`config.mk`:
```
export PLATFORM = sky130hd
export DESIGN_NAME = dcmac_0_axis_pkt_gen_seg_sched
export DESIGN_NICKNAME = d
export VERILOG_FILES = /design/src/rtl/dcmac_0_axis_pkt_gen_seg_sched.sv
export SDC_FILE = /design/constraint.sdc
export NUM_CORES = 1
export LEC_CHECK = 0
export BUFFER_PORTS_ARGS = -buffer_cell sky130_fd_sc_hd__buf_2
export CAP_MARGIN = 20
export CORE_ASPECT_RATIO = 1.75
export CORE_UTILIZATION = 53
export DETAILED_ROUTE_END_ITERATION = 12
export GPL_ROUTABILITY_DRIVEN = 1
export HOLD_SLACK_MARGIN = 0.06
export PLACE_DENSITY = 0.85
export SKIP_LAST_GASP = 1
export SLEW_MARGIN = 40
export SYNTH_ARGS = -nofsm -noshare
export SYNTH_HDL_FRONTEND = slang
export SYNTH_SLANG_ARGS = --single-unit
```
`constraint.sdc`:
```
create_clock -name clk -period 15.3 [get_ports clk]
set_clock_uncertainty 0.05 [all_clocks]
set_input_delay 2.295 -clock clk [delete_from_list [all_inputs] [get_ports clk]]
set_output_delay 2.295 -clock clk [all_outputs]
set_load 0.1 [all_outputs]
```
`src/rtl/dcmac_0_axis_pkt_gen_seg_sched.sv`:
```
// ---------------------------------------------------------------------------------------------
// dcmac_0_axis_pkt_gen_seg_sched
//
// Per-ID segment scheduler for the AXIS packet generator. Each ID owns a packet-length counter.
// IDs are picked round-robin and every issued slot carries one segment of at most MAX_SEG bytes.
// The same ID is never issued in two consecutive cycles, because the downstream buffer-context
// memories do not forward read-during-write.
//
// Optional feature macro: DCMAC_0_PKT_GEN_SCHED_LEN_CHK_EN
//   When defined, lengths sampled at SOP are clamped to 64..9600 bytes, and o_len_err is present
//   as a sticky flag that records any clamp.
//
// Ports:
//   clk            single clock, all logic on posedge
//   rst_n          asynchronous active-low reset
//   i_ena          per-ID generation enable (level)
//   i_pkt_len      per-ID packet length, ID k at [k*LEN_W +: LEN_W]
//   i_ready        downstream accepts a slot this cycle
//   o_vld          slot valid
//   o_id           slot ID (holds its value when o_vld=0)
//   o_size         segment bytes, 1..MAX_SEG (holds its value when o_vld=0)
//   o_sop / o_eop  first / last segment of a packet
//   o_id_valid_p1  o_vld delayed by one clock
//   o_pkt_cnt      packets completed (EOP issued), wraps
//   o_len_err      sticky clamp flag (macro builds only)
// ---------------------------------------------------------------------------------------------

module dcmac_0_axis_pkt_gen_seg_sched #(
    parameter int unsigned  NUM_ID  = 6,
    parameter int unsigned  MAX_SEG = 64,
    parameter int unsigned  LEN_W   = 14,
    localparam int unsigned ID_W    = (NUM_ID == 1) ? 1 : $clog2(NUM_ID)
) (
    input  logic                    clk,
    input  logic                    rst_n,
    input  logic [NUM_ID-1:0]       i_ena,
    input  logic [NUM_ID*LEN_W-1:0] i_pkt_len,
    input  logic                    i_ready,
    output logic                    o_vld,
    output logic [ID_W-1:0]         o_id,
    output logic [7:0]              o_size,
    output logic                    o_sop,
    output logic                    o_eop,
    output logic                    o_id_valid_p1,
    output logic [31:0]             o_pkt_cnt
`ifdef DCMAC_0_PKT_GEN_SCHED_LEN_CHK_EN
    ,
    output logic                    o_len_err
`endif
);

    localparam logic [ID_W:0]  NumIdW   = (ID_W + 1)'(NUM_ID);
    localparam logic [ID_W-1:0] LastId  = ID_W'(NUM_ID - 1);
    localparam logic [LEN_W-1:0] MaxSegL = LEN_W'(MAX_SEG);

    // -----------------------------------------------------------------------------------------
    // State
    // -----------------------------------------------------------------------------------------
    logic [NUM_ID-1:0] active_q, active_d;     // 1 = packet in progress (ACTIVE)
    logic [LEN_W-1:0]  rem_q [NUM_ID];          // bytes still to send for the ACTIVE packet
    logic [LEN_W-1:0]  rem_d [NUM_ID];
    logic [ID_W-1:0]   last_grant_q;

    logic              vld_q;
    logic [ID_W-1:0]   id_q;
    logic [7:0]        size_q;
    logic              sop_q;
    logic              eop_q;
    logic              vld_p1_q;
    logic [31:0]       pkt_cnt_q;

    // -----------------------------------------------------------------------------------------
    // Per-ID length extraction (and optional clamp)
    // -----------------------------------------------------------------------------------------
    logic [LEN_W-1:0]  len_raw [NUM_ID];
    logic [LEN_W-1:0]  len_eff [NUM_ID];
`ifdef DCMAC_0_PKT_GEN_SCHED_LEN_CHK_EN
    logic [NUM_ID-1:0] len_clamp;
    logic              len_err_q;
`endif

    always_comb begin
`ifdef DCMAC_0_PKT_GEN_SCHED_LEN_CHK_EN
        len_clamp = '0;
`endif
        for (int k = 0; k < NUM_ID; k++) begin
            len_raw[k] = i_pkt_len[k*LEN_W +: LEN_W];
            len_eff[k] = len_raw[k];
`ifdef DCMAC_0_PKT_GEN_SCHED_LEN_CHK_EN
            // Zero is left alone: it means "never eligible", not a short packet.
            if ((len_raw[k] != '0) && (32'(len_raw[k]) < 32'd64)) begin
                len_eff[k]   = LEN_W'(64);
                len_clamp[k] = 1'b1;
            end else if (32'(len_raw[k]) > 32'd9600) begin
                len_eff[k]   = LEN_W'(9600);
                len_clamp[k] = 1'b1;
            end
`endif
        end
    end

    // -----------------------------------------------------------------------------------------
    // Eligibility: ACTIVE ignores the enable; IDLE needs enable and a non-zero length.
    // The ID shown on the registered outputs last cycle is excluded (no read-during-write).
    // -----------------------------------------------------------------------------------------
    logic [NUM_ID-1:0] elig;

    always_comb begin
        elig = '0;
        for (int k = 0; k < NUM_ID; k++) begin
            elig[k] = (active_q[k] | (i_ena[k] & (len_raw[k] != '0)))
                      & ~(vld_q & (id_q == ID_W'(k)));
        end
    end

    // -----------------------------------------------------------------------------------------
    // Round-robin arbiter: search from last_grant+1, wrapping modulo NUM_ID.
    // -----------------------------------------------------------------------------------------
    logic            grant_vld;
    logic [ID_W-1:0] grant_id;
    logic [ID_W:0]   cand_sum;
    logic [ID_W-1:0] cand;

    always_comb begin
        grant_vld = 1'b0;
        grant_id  = '0;
        cand_sum  = '0;
        cand      = '0;
        for (int off = 1; off <= NUM_ID; off++) begin
            cand_sum = {1'b0, last_grant_q} + (ID_W + 1)'(off);
            if (cand_sum >= NumIdW) begin
                cand_sum = cand_sum - NumIdW;
            end
            cand = cand_sum[ID_W-1:0];
            if (!grant_vld && elig[cand]) begin
                grant_vld = 1'b1;
                grant_id  = cand;
            end
        end
    end

    logic issue;
    assign issue = i_ready & grant_vld;

    // -----------------------------------------------------------------------------------------
    // Segment computation for the granted ID
    // -----------------------------------------------------------------------------------------
    logic             sel_active;
    logic [LEN_W-1:0] seg_val;
    logic [LEN_W-1:0] seg_rem;
    logic [7:0]       seg_size;
    logic             seg_eop;

    always_comb begin
        sel_active = active_q[grant_id];
        // IDLE IDs start a new packet from the length sampled right now.
        seg_val    = sel_active ? rem_q[grant_id] : len_eff[grant_id];
        if (32'(seg_val) > MAX_SEG) begin
            seg_size = 8'(MAX_SEG);
            seg_rem  = seg_val - MaxSegL;
            seg_eop  = 1'b0;
        end else begin
            seg_size = 8'(seg_val);
            seg_rem  = '0;
            seg_eop  = 1'b1;
        end
    end

    // -----------------------------------------------------------------------------------------
    // Per-ID next state
    // -----------------------------------------------------------------------------------------
    always_comb begin
        active_d = active_q;
        rem_d    = rem_q;
        if (issue) begin
            active_d[grant_id] = ~seg_eop;
            rem_d[grant_id]    = seg_rem;
        end
    end

    // -----------------------------------------------------------------------------------------
    // Registers
    // -----------------------------------------------------------------------------------------
    always_ff @(posedge clk or negedge rst_n) begin
        if (!rst_n) begin
            active_q     <= '0;
            for (int k = 0; k < NUM_ID; k++) begin
                rem_q[k] <= '0;
            end
            last_grant_q <= LastId;     // so that ID 0 wins the first arbitration
            vld_q        <= 1'b0;
            id_q         <= '0;
            size_q       <= '0;
            sop_q        <= 1'b0;
            eop_q        <= 1'b0;
            vld_p1_q     <= 1'b0;
            pkt_cnt_q    <= '0;
        end else begin
            active_q <= active_d;
            rem_q    <= rem_d;
            vld_p1_q <= vld_q;
            if (issue) begin
                vld_q        <= 1'b1;
                id_q         <= grant_id;
                size_q       <= seg_size;
                sop_q        <= ~sel_active;
                eop_q        <= seg_eop;
                last_grant_q <= grant_id;
                if (seg_eop) begin
                    pkt_cnt_q <= pkt_cnt_q + 32'd1;
                end
            end else begin
                // id/size hold their last issued value on a bubble
                vld_q <= 1'b0;
                sop_q <= 1'b0;
                eop_q <= 1'b0;
            end
        end
    end

`ifdef DCMAC_0_PKT_GEN_SCHED_LEN_CHK_EN
    always_ff @(posedge clk or negedge rst_n) begin
        if (!rst_n) begin
            len_err_q <= 1'b0;
        end else if (issue && !sel_active && len_clamp[grant_id]) begin
            len_err_q <= 1'b1;
        end
    end

    assign o_len_err = len_err_q;
`endif

    assign o_vld         = vld_q;
    assign o_id          = id_q;
    assign o_size        = size_q;
    assign o_sop         = sop_q;
    assign o_eop         = eop_q;
    assign o_id_valid_p1 = vld_p1_q;
    assign o_pkt_cnt     = pkt_cnt_q;

endmodule

```
==> flow_summary.ini <==
[route]
drt_iter0_drc = 770
wl_per_cell_um = 23.1
viasPerCell = 6.68
antenna_left = 0
num_vias = 8116
drc = 0
dr.pass1.iters = 6
drt-total-wl_mm = 28.1

[worst_hold_path]
holdPathStages = 1
hp-class = flop to flop
hp-start = o_pkt_cnt[31]
whs_endpoint = o_pkt_cnt[31]

[sta]
maxSlewHeadroom = 0.364
worst_slew_pin_slew_ps = 945
rsz0062_at_grt = no
fin_crit_sh = 0.579
min_period_ps = 8860
hold_viol_final = 0
fmax_mhz = 113
tns_ps = 0
slew_viol_final = 0
setup_viol_count_final = 0

[synth]
syn_inst = 916
post_synth_main_area_contributors = dfrtp_1, mux2i_1, nand2_1, mux2_2, xor2_1
yosys_most_used_dff = dfrtp_1
syn-num-nets = 1020
syn_avg_cell_area_um2 = 9.49
netlist.area_leader.share = 0.394
yosys.area.top_type = dfrtp_1
synth_edf_count = 0
yosysSeqAreaShare = 0.400
ys_ff_latch = 139
ys_warn_count = 0
synthArstFlopShare = 1.00
synth_cell_types = 74
synth_area_um2 = 8700

[floorplan]
core-area_um2 = 16000
die_area_um2 = 16900
start_util = 0.545
io_pins = 140
die_w_um = 98.8
fp.dieH_um = 171
rows = 61

[critical_path]
reg2reg_depth = 19
worstSetupPathType = primary input to flop
reg2reg_from = last_grant_q[0]
required_ps = 15520
cpMostUsedCell = buf_4
timing.rr.end = active_q[3]
start_kind = primary input
path_buf_inv = 3
crit_chain = buf_2, nor4_1, and4_1, nor3_1, a41oi_1, nand3_1, a2111o_1, nand3_4, buf_4, mux2i_1, o22ai_1, a21oi_1, nand4_1, a22o_1, o31a_4, nor2_2, buf_4, o21ai_0
critPathMaxStageDelay_ps = 750
crit_fanout = 45
slowest_stage = a41oi_1
setup.worst_path.end_class = flop
reg2reg_slack_ps = 7280
crit_family = compound AO/OA/AOI/OAI gates
worstPathArrival_ps = 9090
cp-startpoint = i_pkt_len[42]

[grt]
grt_usage = 0.335
grt_pass1_wl_mm = 42.5
grt_pass1_vias = 8090
antenna_found_initial = 0
overflow = 0
grt_max_degree = 80

[clock_tree]
clock_path_buffers = 2
cts_buffers = 17
post_cts_buffers = 0
cts_tree = done
cts_resized = 0
cts-root-buf = clkbuf_16
cts_max_level = 4
holdBufCountCts = 0
clk_pin_slew_ps = 60
numClockSinks = 139
clock_latency_ps = 420

[placed_design]
placed_area_um2 = 9370
place_congestion = 1.10
numPortBuffers = 139
hpwl_mm = 18.7

[layout]
layout-drive-gt1-share = 0.259
layout_common_cells = buf_2, dfrtp_1, nand2_1
antenna_cells = 0
area_growth_pct = 14.5
final_area_um2 = 9960
layout_commonest_cell = buf_2
n_fill_cell = 1304
fin_nets = 1117

[outcome]
status = completed

[job]
cap_violations = 0
[per-layer routing]
metal	global-route usage	part of all wire	wire length, um
met1	0.328	0.34	9510
met2	0.570	0.48	13600
met3	0.125	0.095	2660
met4	0.259	0.083	2330
met5	0	0	0
[final cells by class]
type	instances	area, um^2	area share
Tap cell	189	236	0.0237
Multi-Input combinational cell	695	4860	0.488
Timing Repair Buffer	149	778	0.0781
Inverter	11	41.3	0.00414
Sequential cell	139	3480	0.349
Clock buffer	18	439	0.0441
Clock inverter	14	125	0.0126
[worst max path at each step]
| stage | end | slack, ps | cells after the start |
|---|---|---|---|
| 3_5_place_dp | rem_q[50] | 6500 | 18 |
| 3_3_place_gp | o_size[2] | 6200 | 17 |
| 5_1_grt | active_q[3] | 6130 | 18 |
| 2_1_floorplan | rem_q[35] | 8840 | 19 |
| 4_1_cts | active_q[3] | 6900 | 18 |
| 6_report | active_q[3] | 6440 | 18 |
[synth_stat cells (10+ instances only)]
cell	count
nand4_1	17
o21ai_0	56
nor4_1	25
nand3_1	20
and3_1	10
nand2_1	126
o31ai_1	33
xnor2_1	11
xor2_1	34
ha_1	11
inv_1	10
nor3_1	22
dfrtp_1	137
o22ai_1	28
a21oi_1	38
buf_2	22
mux2i_1	60
nor2_1	27
clkbuf_1	29
nor4_2	16
mux2_2	34
[logic make-up (layout without fill, tap and decap cells)]
| logic type | Yosys count | in the layout | synth area share |
|---|---|---|---|
| buffers and inverters | 82 | 192 | 0.0489 |
| DFF | 139 | 139 | 0.400 |
| muxes | 95 | 95 | 0.114 |
| and+or+nand+nor | 311 | 311 | 0.198 |
| adders and majority gates | 11 | 11 | 0.0158 |
| xor gates and xnor gates | 45 | 45 | 0.0453 |
| AOI/OAI and AO/OA | 233 | 233 | 0.177 |
[sequential cells by signal (all words and copies together) (netlist names)]
| register | count |
|---|---|
| active_q | 6 |
| last_grant_q | 3 |
| o_eop | 1 |
| o_id | 2 |
| o_id_valid_p1 | 1 |
| o_pkt_cnt | 32 |
| o_size | 8 |
| o_sop | 1 |
| o_vld | 1 |
| rem_q | 84 |
[through the flow]
step / setup WS, ps / instances / hold WS (ps) / utilization
global placement: 6200 / 1182 / 405 / 0.585
finish: 6440 / 1215 / 423 / 0.625
floorplan: 8840 / 916 / 393 / -
detailed placement: 6500 / 1182 / 415 / 0.587
CTS: 6900 / 1214 / 428 / 0.623
global route: 6130 / 1215 / 441 / 0.625
Power is not shown: default switching activity piles up to over one toggle a cycle in this logic, so the estimate is an artifact.
